$ cat src/rtl/cacheline_adapter_if.sv
// Cache line port (ufp) and 64-bit burst memory port (dfp) bundle.
// The adapter takes the slave view; the cache/memory side takes master.
interface cacheline_adapter_if #(
   parameter int ADDR_W = 32,
   parameter int LINE_W = 256,
   parameter int BEAT_W = 64
);
   logic [ADDR_W-1:0] ufp_addr;
   logic              ufp_read;
   logic              ufp_write;
   logic [LINE_W-1:0] ufp_wdata;
   logic [LINE_W-1:0] ufp_rdata;
   logic              ufp_resp;
   logic [ADDR_W-1:0] dfp_addr;
   logic              dfp_read;
   logic              dfp_write;
   logic [BEAT_W-1:0] dfp_wdata;
   logic              dfp_ready;
   logic [ADDR_W-1:0] dfp_raddr;
   logic [BEAT_W-1:0] dfp_rdata;
   logic              dfp_rvalid;

   modport slave (
      input  ufp_addr, ufp_read, ufp_write, ufp_wdata,
      input  dfp_ready, dfp_raddr, dfp_rdata, dfp_rvalid,
      output ufp_rdata, ufp_resp,
      output dfp_addr, dfp_read, dfp_write, dfp_wdata
   );

   modport master (
      output ufp_addr, ufp_read, ufp_write, ufp_wdata,
      output dfp_ready, dfp_raddr, dfp_rdata, dfp_rvalid,
      input  ufp_rdata, ufp_resp,
      input  dfp_addr, dfp_read, dfp_write, dfp_wdata
   );
endinterface

$ cat src/rtl/cacheline_adapter.sv
// Cache line <-> fixed-length memory burst adapter.
// Define CACHELINE_ADAPTER_RADDR_CHECK_EN to filter read beats by dfp_raddr.
module cacheline_adapter #(
   parameter int ADDR_W = 32,
   parameter int LINE_W = 256,
   parameter int BEAT_W = 64
) (
   input logic               clk,
   input logic               rst_n,
   cacheline_adapter_if.slave bus
);
   localparam int BEATS = LINE_W / BEAT_W;
   localparam int CNT_W = $clog2(BEATS);
   localparam int OFS_W = $clog2(LINE_W / 8);

   typedef enum logic [2:0] {
      IDLE,
      WR_BURST,
      RD_REQ,
      RD_DATA,
      RESP
   } state_t;

   state_t            r_state;
   state_t            w_next;
   logic [CNT_W-1:0]  r_cnt;
   logic [ADDR_W-1:0] r_addr;
   logic [LINE_W-1:0] r_line;
   logic              r_is_rd;
   logic              w_last;
   logic              w_beat_ok;
   logic [ADDR_W-1:0] w_aligned;

   assign w_last    = (r_cnt == CNT_W'(BEATS - 1));
   assign w_aligned = {bus.ufp_addr[ADDR_W-1:OFS_W], {OFS_W{1'b0}}};

`ifdef CACHELINE_ADAPTER_RADDR_CHECK_EN
   assign w_beat_ok = bus.dfp_rvalid && (bus.dfp_raddr == r_addr);
`else
   logic w_unused_raddr;
   assign w_unused_raddr = ^bus.dfp_raddr;
   assign w_beat_ok      = bus.dfp_rvalid;
`endif

   always_comb begin
      w_next        = r_state;
      bus.ufp_resp  = 1'b0;
      bus.ufp_rdata = '0;
      bus.dfp_addr  = '0;
      bus.dfp_read  = 1'b0;
      bus.dfp_write = 1'b0;
      bus.dfp_wdata = '0;
      unique case (r_state)
         IDLE: begin
            if (bus.ufp_write)
               w_next = WR_BURST;
            else if (bus.ufp_read)
               w_next = RD_REQ;
         end
         WR_BURST: begin
            bus.dfp_write = 1'b1;
            bus.dfp_addr  = r_addr;
            bus.dfp_wdata = r_line[r_cnt*BEAT_W +: BEAT_W];
            if (bus.dfp_ready && w_last)
               w_next = RESP;
         end
         RD_REQ: begin
            bus.dfp_read = 1'b1;
            bus.dfp_addr = r_addr;
            if (bus.dfp_ready)
               w_next = RD_DATA;
         end
         RD_DATA: begin
            if (w_beat_ok && w_last)
               w_next = RESP;
         end
         RESP: begin
            bus.ufp_resp = 1'b1;
            if (r_is_rd)
               bus.ufp_rdata = r_line;
            w_next = IDLE;
         end
         default: w_next = IDLE;
      endcase
   end

   always_ff @(posedge clk or negedge rst_n) begin
      if (!rst_n) begin
         r_state <= IDLE;
         r_cnt   <= '0;
         r_addr  <= '0;
         r_line  <= '0;
         r_is_rd <= 1'b0;
      end else begin
         r_state <= w_next;
         unique case (r_state)
            IDLE: begin
               // write has priority; a concurrent read is picked up after RESP
               if (bus.ufp_write) begin
                  r_addr  <= w_aligned;
                  r_line  <= bus.ufp_wdata;
                  r_cnt   <= '0;
                  r_is_rd <= 1'b0;
               end else if (bus.ufp_read) begin
                  r_addr  <= w_aligned;
                  r_cnt   <= '0;
                  r_is_rd <= 1'b1;
               end
            end
            WR_BURST: begin
               if (bus.dfp_ready)
                  r_cnt <= r_cnt + 1'b1;
            end
            RD_DATA: begin
               if (w_beat_ok) begin
                  r_line[r_cnt*BEAT_W +: BEAT_W] <= bus.dfp_rdata;
                  r_cnt <= r_cnt + 1'b1;
               end
            end
            default: ;
         endcase
      end
   end
endmodule

$ cat src/flat_wrapper.sv
// flat-port wrapper written by rule: the top's interface ports become plain ports
module cacheline_adapter_flat 
#(
   parameter int ADDR_W = 32,
   parameter int LINE_W = 256,
   parameter int BEAT_W = 64
)
  (clk, rst_n, bus_ufp_addr, bus_ufp_read, bus_ufp_write, bus_ufp_wdata, bus_dfp_ready, bus_dfp_raddr, bus_dfp_rdata, bus_dfp_rvalid, bus_ufp_rdata, bus_ufp_resp, bus_dfp_addr, bus_dfp_read, bus_dfp_write, bus_dfp_wdata);
  cacheline_adapter_if #(.ADDR_W(ADDR_W), .LINE_W(LINE_W), .BEAT_W(BEAT_W)) bus_i ();
  input logic clk;
  input logic rst_n;
  input wire logic [$bits(bus_i.ufp_addr)-1:0] bus_ufp_addr;
  input wire logic [$bits(bus_i.ufp_read)-1:0] bus_ufp_read;
  input wire logic [$bits(bus_i.ufp_write)-1:0] bus_ufp_write;
  input wire logic [$bits(bus_i.ufp_wdata)-1:0] bus_ufp_wdata;
  input wire logic [$bits(bus_i.dfp_ready)-1:0] bus_dfp_ready;
  input wire logic [$bits(bus_i.dfp_raddr)-1:0] bus_dfp_raddr;
  input wire logic [$bits(bus_i.dfp_rdata)-1:0] bus_dfp_rdata;
  input wire logic [$bits(bus_i.dfp_rvalid)-1:0] bus_dfp_rvalid;
  output wire logic [$bits(bus_i.ufp_rdata)-1:0] bus_ufp_rdata;
  output wire logic [$bits(bus_i.ufp_resp)-1:0] bus_ufp_resp;
  output wire logic [$bits(bus_i.dfp_addr)-1:0] bus_dfp_addr;
  output wire logic [$bits(bus_i.dfp_read)-1:0] bus_dfp_read;
  output wire logic [$bits(bus_i.dfp_write)-1:0] bus_dfp_write;
  output wire logic [$bits(bus_i.dfp_wdata)-1:0] bus_dfp_wdata;
  assign bus_i.ufp_addr = bus_ufp_addr;
  assign bus_i.ufp_read = bus_ufp_read;
  assign bus_i.ufp_write = bus_ufp_write;
  assign bus_i.ufp_wdata = bus_ufp_wdata;
  assign bus_i.dfp_ready = bus_dfp_ready;
  assign bus_i.dfp_raddr = bus_dfp_raddr;
  assign bus_i.dfp_rdata = bus_dfp_rdata;
  assign bus_i.dfp_rvalid = bus_dfp_rvalid;
  assign bus_ufp_rdata = bus_i.ufp_rdata;
  assign bus_ufp_resp = bus_i.ufp_resp;
  assign bus_dfp_addr = bus_i.dfp_addr;
  assign bus_dfp_read = bus_i.dfp_read;
  assign bus_dfp_write = bus_i.dfp_write;
  assign bus_dfp_wdata = bus_i.dfp_wdata;
  cacheline_adapter #(.ADDR_W(ADDR_W), .LINE_W(LINE_W), .BEAT_W(BEAT_W)) u_core (.clk(clk), .rst_n(rst_n), .bus(bus_i));
endmodule
$ cat config.mk
export PLATFORM = sky130hd
export DESIGN_NAME = cacheline_adapter_flat
export DESIGN_NICKNAME = d
export VERILOG_FILES = /design/src/rtl/cacheline_adapter_if.sv /design/src/rtl/cacheline_adapter.sv /design/src/flat_wrapper.sv
export SDC_FILE = /design/constraint.sdc
export NUM_CORES = 1
export LEC_CHECK = 0
export CORE_AREA = 2 2 288 290
export CTS_CLUSTER_SIZE = 40
export DETAILED_ROUTE_END_ITERATION = 6
export DIE_AREA = 0 0 290 292
export PLACE_DENSITY = 0.55
export SLEW_MARGIN = 20
export SYNTH_ARGS = -nofsm -noshare
export SYNTH_HDL_FRONTEND = slang
export SYNTH_SLANG_ARGS = --single-unit
$ cat constraint.sdc
create_clock -name clk -period 6.3 [get_ports clk]
set_input_delay 0.945 -clock clk [delete_from_list [all_inputs] [get_ports clk]]
set_output_delay 0.945 -clock clk [all_outputs]
set_load 0.02 [all_outputs]
[Yosys cells after proc, flatten, opt, wreduce, memory -nomap -nowiden]
Cells that the tools add are included.
Word-level totals
  flip-flop bits (word level): 294
  output and inout port bits: 355
Cells by class
  mux-type cells: 26
  add/subtract/negate cells: 2
  reduce and logical (&&, ||, !) cells: 11
  eq/ne operators: 12
  shifts and indexed selects: 3
Operators by type and width (number)
  $mux W256: 4
  $pmux W256 S2: 1
  $bwmux W256: 1
  $shift A64 B34 Y256 const A: 1
  $shiftx A256 B9 Y64: 1
  $shiftx A64 B34 Y256: 1
  $mux W32: 3
  $mux W64: 1
  $neg A8 Y34: 1
  $mux W3: 5
  $pmux W3 S4: 1
  $mux W2: 4
  $ne A2 B2 Y1 const B: 4
  $reduce_and A4 Y1: 2
  $eq A3 B2 Y1 const B: 2
  $pmux W2 S3: 1
  $mux W1: 5
  $ne A2 B1 Y1 const B: 2
  $reduce_bool A2 Y1: 2
  $eq A3 B1 Y1 const B: 1
  $eq A3 B3 Y1 const B: 1
  $logic_not A3 Y1: 1
  $ne A3 B3 Y1 const B: 1
  $reduce_and A3 Y1: 1
  6 further kinds: 7

[Logic depth before layout (Yosys ltp)]
  depth after elaboration: 5
  depth in mapped cells: 10
  mapped depth without buffers: 6

[Worst setup path after synthesis]
No wires, ideal clock.
  kind: reg2out
  start: register u_core.r_cnt[0]
  end: output port bus_dfp_wdata[25]
  cell stages (with the launch flop): 6
  required time: 5.355 ns
  data arrival time: 1.731 ns
  path slack: 3.624 ns
  buffers on the path: 3
  cells stage by stage: dfrtp_1 > buf_2 > buf_4 > buf_2 > mux4_2 > nor2b_1
Between the ends
  word-level cells in the longest chain between the ends: 2
Ends and longest elaborated chain
  start, declared: RTL line cacheline_adapter.sv:26  | logic [CNT_W-1:0] r_cnt;
  start signal, assigned: RTL line cacheline_adapter.sv:112  | r_cnt <= r_cnt + 1'b1;
  start signal, assigned: RTL line cacheline_adapter.sv:117  | r_cnt <= r_cnt + 1'b1;
  $shiftx A256 B9 Y64: RTL line cacheline_adapter.sv:63  | bus.dfp_wdata = r_line[r_cnt*BEAT_W +: BEAT_W];
  $mux W64: RTL line cacheline_adapter.sv:53  | unique case (r_state)
  end, declared: RTL line flat_wrapper.sv:25  | output wire logic [$bits(bus_i.dfp_wdata)-1:0] bus_dfp_wdata;
No other way between the ends.

[Worst setup path after layout]
  start: register u_core.r_state[0]
  end: output port bus_ufp_rdata[138]
Between the ends
  word-level cells in the longest chain between the ends: 2
Ends and longest elaborated chain
  start, declared: RTL line cacheline_adapter.sv:24  | state_t r_state;
  start signal, assigned: RTL line cacheline_adapter.sv:95  | r_state <= w_next;
  $eq A3 B3 Y1: RTL line cacheline_adapter.sv:53
  $mux W256: RTL line cacheline_adapter.sv:53
  end, declared: RTL line flat_wrapper.sv:20  | output wire logic [$bits(bus_i.ufp_rdata)-1:0] bus_ufp_rdata;
No other way between the ends.

==> results.cfg <==
[synthesis]
yosysTopAreaCell = dfrtp_1
ys_seq_area_frac = 0.410
synth_ff_type = dfrtp_1
yosys-top-cells-area = dfrtp_1 41%, and2_1 10%, mux4_2 8.2%
avgSynthCellArea_um2 = 9.80
syn_inst = 1801
synth-seq-cells = 289
syn_area_um2 = 17700
ys_async_sr_fraction = 1.00
synth.distinct_cells = 52
yosys.area.top_type_share = 0.410
synth-edff-count = 0
yosysWarnings = 0

[worst_setup_path]
crit_path_end_kind = output pin
regToRegEndpoint = u_core.r_line[216]
cp-startpoint = u_core.r_state[0]
critPathMaxFanout = 118
reg2reg_from = u_core.r_cnt[0]
reg2regPathDepth = 7
required_ps = 5350
critPathArrivalTime_ps = 3780
cp-start-kind = flip-flop
r2r_setup_slack_ps = 2330
path_class = flip-flop to output pin

[global_routing]
antenna_found_initial = 16
grt_util_all_layers = 0.188
first_global_vias = 17600
grt_start_max_net_pins = 144
grt_pass1_wl_um = 120000
gr-total-overflow = 0

[clock_network]
hold_buffers = 0
cts_buffer_depth = 3
cts_tree = done
h-tree-depth = 2
root_buffer = clkbuf_16
cts_resized = 0
clock_latency_ps = 550
clock_sinks = 289
cts_buffers = 39
clk_pin_slew_ps = 60
post_cts_buffers = 0

[detailed_routing]
detail-route-antenna-nets = 0
via_per_inst = 4.78
drc = 0
dr.first_iter.drc_count = 1158
avgRoutedWirePerCell_um = 23.4
detail_route.first_pass.iterations = 5
vias = 16800
routed_wl_um = 82100

[timing]
maxSlewHeadroom = 0.261
finalSetupTns_ps = 0
rsz0062_at_grt = false
hold_viol = 0
finalSetupViolCount = 0
timing.hold.ws_ps = 393
worst_pin_slew_ps = 1110
layout_min_cycle_time_ps = 4720
timing.fmax_ghz = 0.212
period_share = 0.750
finClkSkew_ps = 18.2
drv_slew = 0

[die]
core_um2 = 81600
die_area_um2 = 84700
num_rows = 105
io_pins = 745
start_util = 0.216
fp.dieW_um = 290
die_h_um = 292

[power_and_ir_drop]
p_comb_frac = 0.504
vdd.ir_drop.worst_mv = 0.524
internal_power_mw = 6.80
switchingPower_mw = 4.98
pwr-share-clk = 0.189
switching_share = 0.423
power_frac_seq = 0.307
p_per_area_nw_per_um2 = 442
p_leak_nw = 9.96

[finish]
syn_to_final_growth_pct = 50.8
nets = 2791
drive_gt1_frac = 0.136
fin_util = 0.326
fin_area_um2 = 26600

[job]
cap_violations = 0

[place]
portBuffers = 702
placed_area_um2 = 25300
gp_congestion = 0.877
dp_hpwl_um = 56500

[outcome]
status = completed

[worst_hold_path]
hold_path.class = input pin to async pin
-- metrics by stage --
stage	std cells	setup WS [ps]	power, mW
3_5_place_dp	3423	2090	9.60
4_1_cts	3489	1470	11.9
3_3_place_gp	3423	2130	9.48
2_1_floorplan	1805	3620	7.26
5_1_grt	3502	1340	12.5
6_report	3504	1580	11.8
-- area by class of cell --
cell class | instances | area, um2
Fill cell | 8357 | 55000
Clock buffer | 58 | 1160
Sequential cell | 289 | 7240
Antenna cell | 14 | 35.0
Inverter | 5 | 18.8
Multi-Input combinational cell | 1329 | 9380
Tap cell | 1070 | 1340
Clock inverter | 8 | 90.1
Timing Repair Buffer | 731 | 7360
-- power groups by stage --
stage	clock (mW)	sequential, mW	combinational [mW]
after global placement	0	3.58	5.90
after global routing	2.36	3.73	6.41
after CTS	2.29	3.61	5.97
final	2.23	3.62	5.93
after floorplan	0	3.13	4.13
after detailed placement	0	3.64	5.96
-- cell usage after synthesis, types with 2 or more instances --
master    number
a21boi_0       2
a21oi_1        7
a21oi_2       60
a22oi_1      122
a22oi_2       70
a31o_2         2
a31oi_1       67
and2_1       283
and3_1         2
buf_1          4
buf_12         8
buf_2         68
buf_4         17
buf_6          5
buf_8         11
clkbuf_1      65
clkbuf_4       3
dfrtp_1      289
ha_1           6
inv_1          4
mux2_2        26
mux4_2        64
nand2_1      195
nand3_1       67
nor2_1       136
nor2b_1       64
nor3_1         2
o21ai_0       10
o21ai_1      115
o21ai_2        5
-- state kept, by name, summed over array words and instances, names as in the netlist --
name,cells
u_core.r_cnt,2
u_core.r_state,3
u_core.r_line,256
u_core.r_addr,27
u_core.r_is_rd,1
-- per-layer routing --
metal | track usage | up-vias | share of wire
met3 | 0.0397 | 151 | 0.067
met4 | 0.0803 | 4 | 0.035
met1 | 0.232 | 8308 | 0.40
li1 | - | 7539 | -
met5 | 0 | - | 0.00029
met2 | 0.316 | 761 | 0.50
-- logic make-up after synthesis --
family | count (synthesis) | share of synthesized area
AOI/OAI and AO/OA | 465 | 0.199
buffers and inverters | 187 | 0.0654
other | 1 | 0.000212
adders and majority gates | 6 | 0.00425
muxes | 92 | 0.0994
and+or+nand+nor | 760 | 0.221
xor gates and xnor gates | 1 | 0.000496
DFF | 289 | 0.410
-- cells in the final DEF (no fill, tap or decap), types with 5 or more instances in the layout --
master and count:
ha_1 6, o21ai_1 115, a21oi_2 60, nand2_1 195
a22oi_1 122, dfrtp_1 287, nand3_1 66, diode_2 14
o21ai_0 10, clkbuf_8 7, conb_1 5, clkinv_2 6
buf_12 7, nor2b_1 64, buf_4 21, and2_1 283
clkdlybuf4s50_1 701, mux2_2 26, clkbuf_16 41, a22oi_2 70
clkbuf_1 10, a21oi_1 7, o21ai_2 5, a31oi_1 65
nor2_1 136, mux4_2 64
-- worst max-delay path by stage --
stage                     depth (start not counted)  slack (ps)            endpoint
after floorplan                                   5        3620   bus_dfp_wdata[25]
after global placement                            5        2130  bus_ufp_rdata[122]
after detailed placement                          5        2090  bus_ufp_rdata[182]
after CTS                                         5        1470  bus_ufp_rdata[182]
after global routing                              5        1340  bus_ufp_rdata[182]
final                                             5        1580  bus_ufp_rdata[138]
-- critical path, cell delays in order (launching register included) --
cell	delay (ps)
dfrtp_1	640
nor2_1	290
and3_4	790
buf_12	410
and2_1	260
clkdlybuf4s50_1	670
Power figures use the tool's default switching activity.
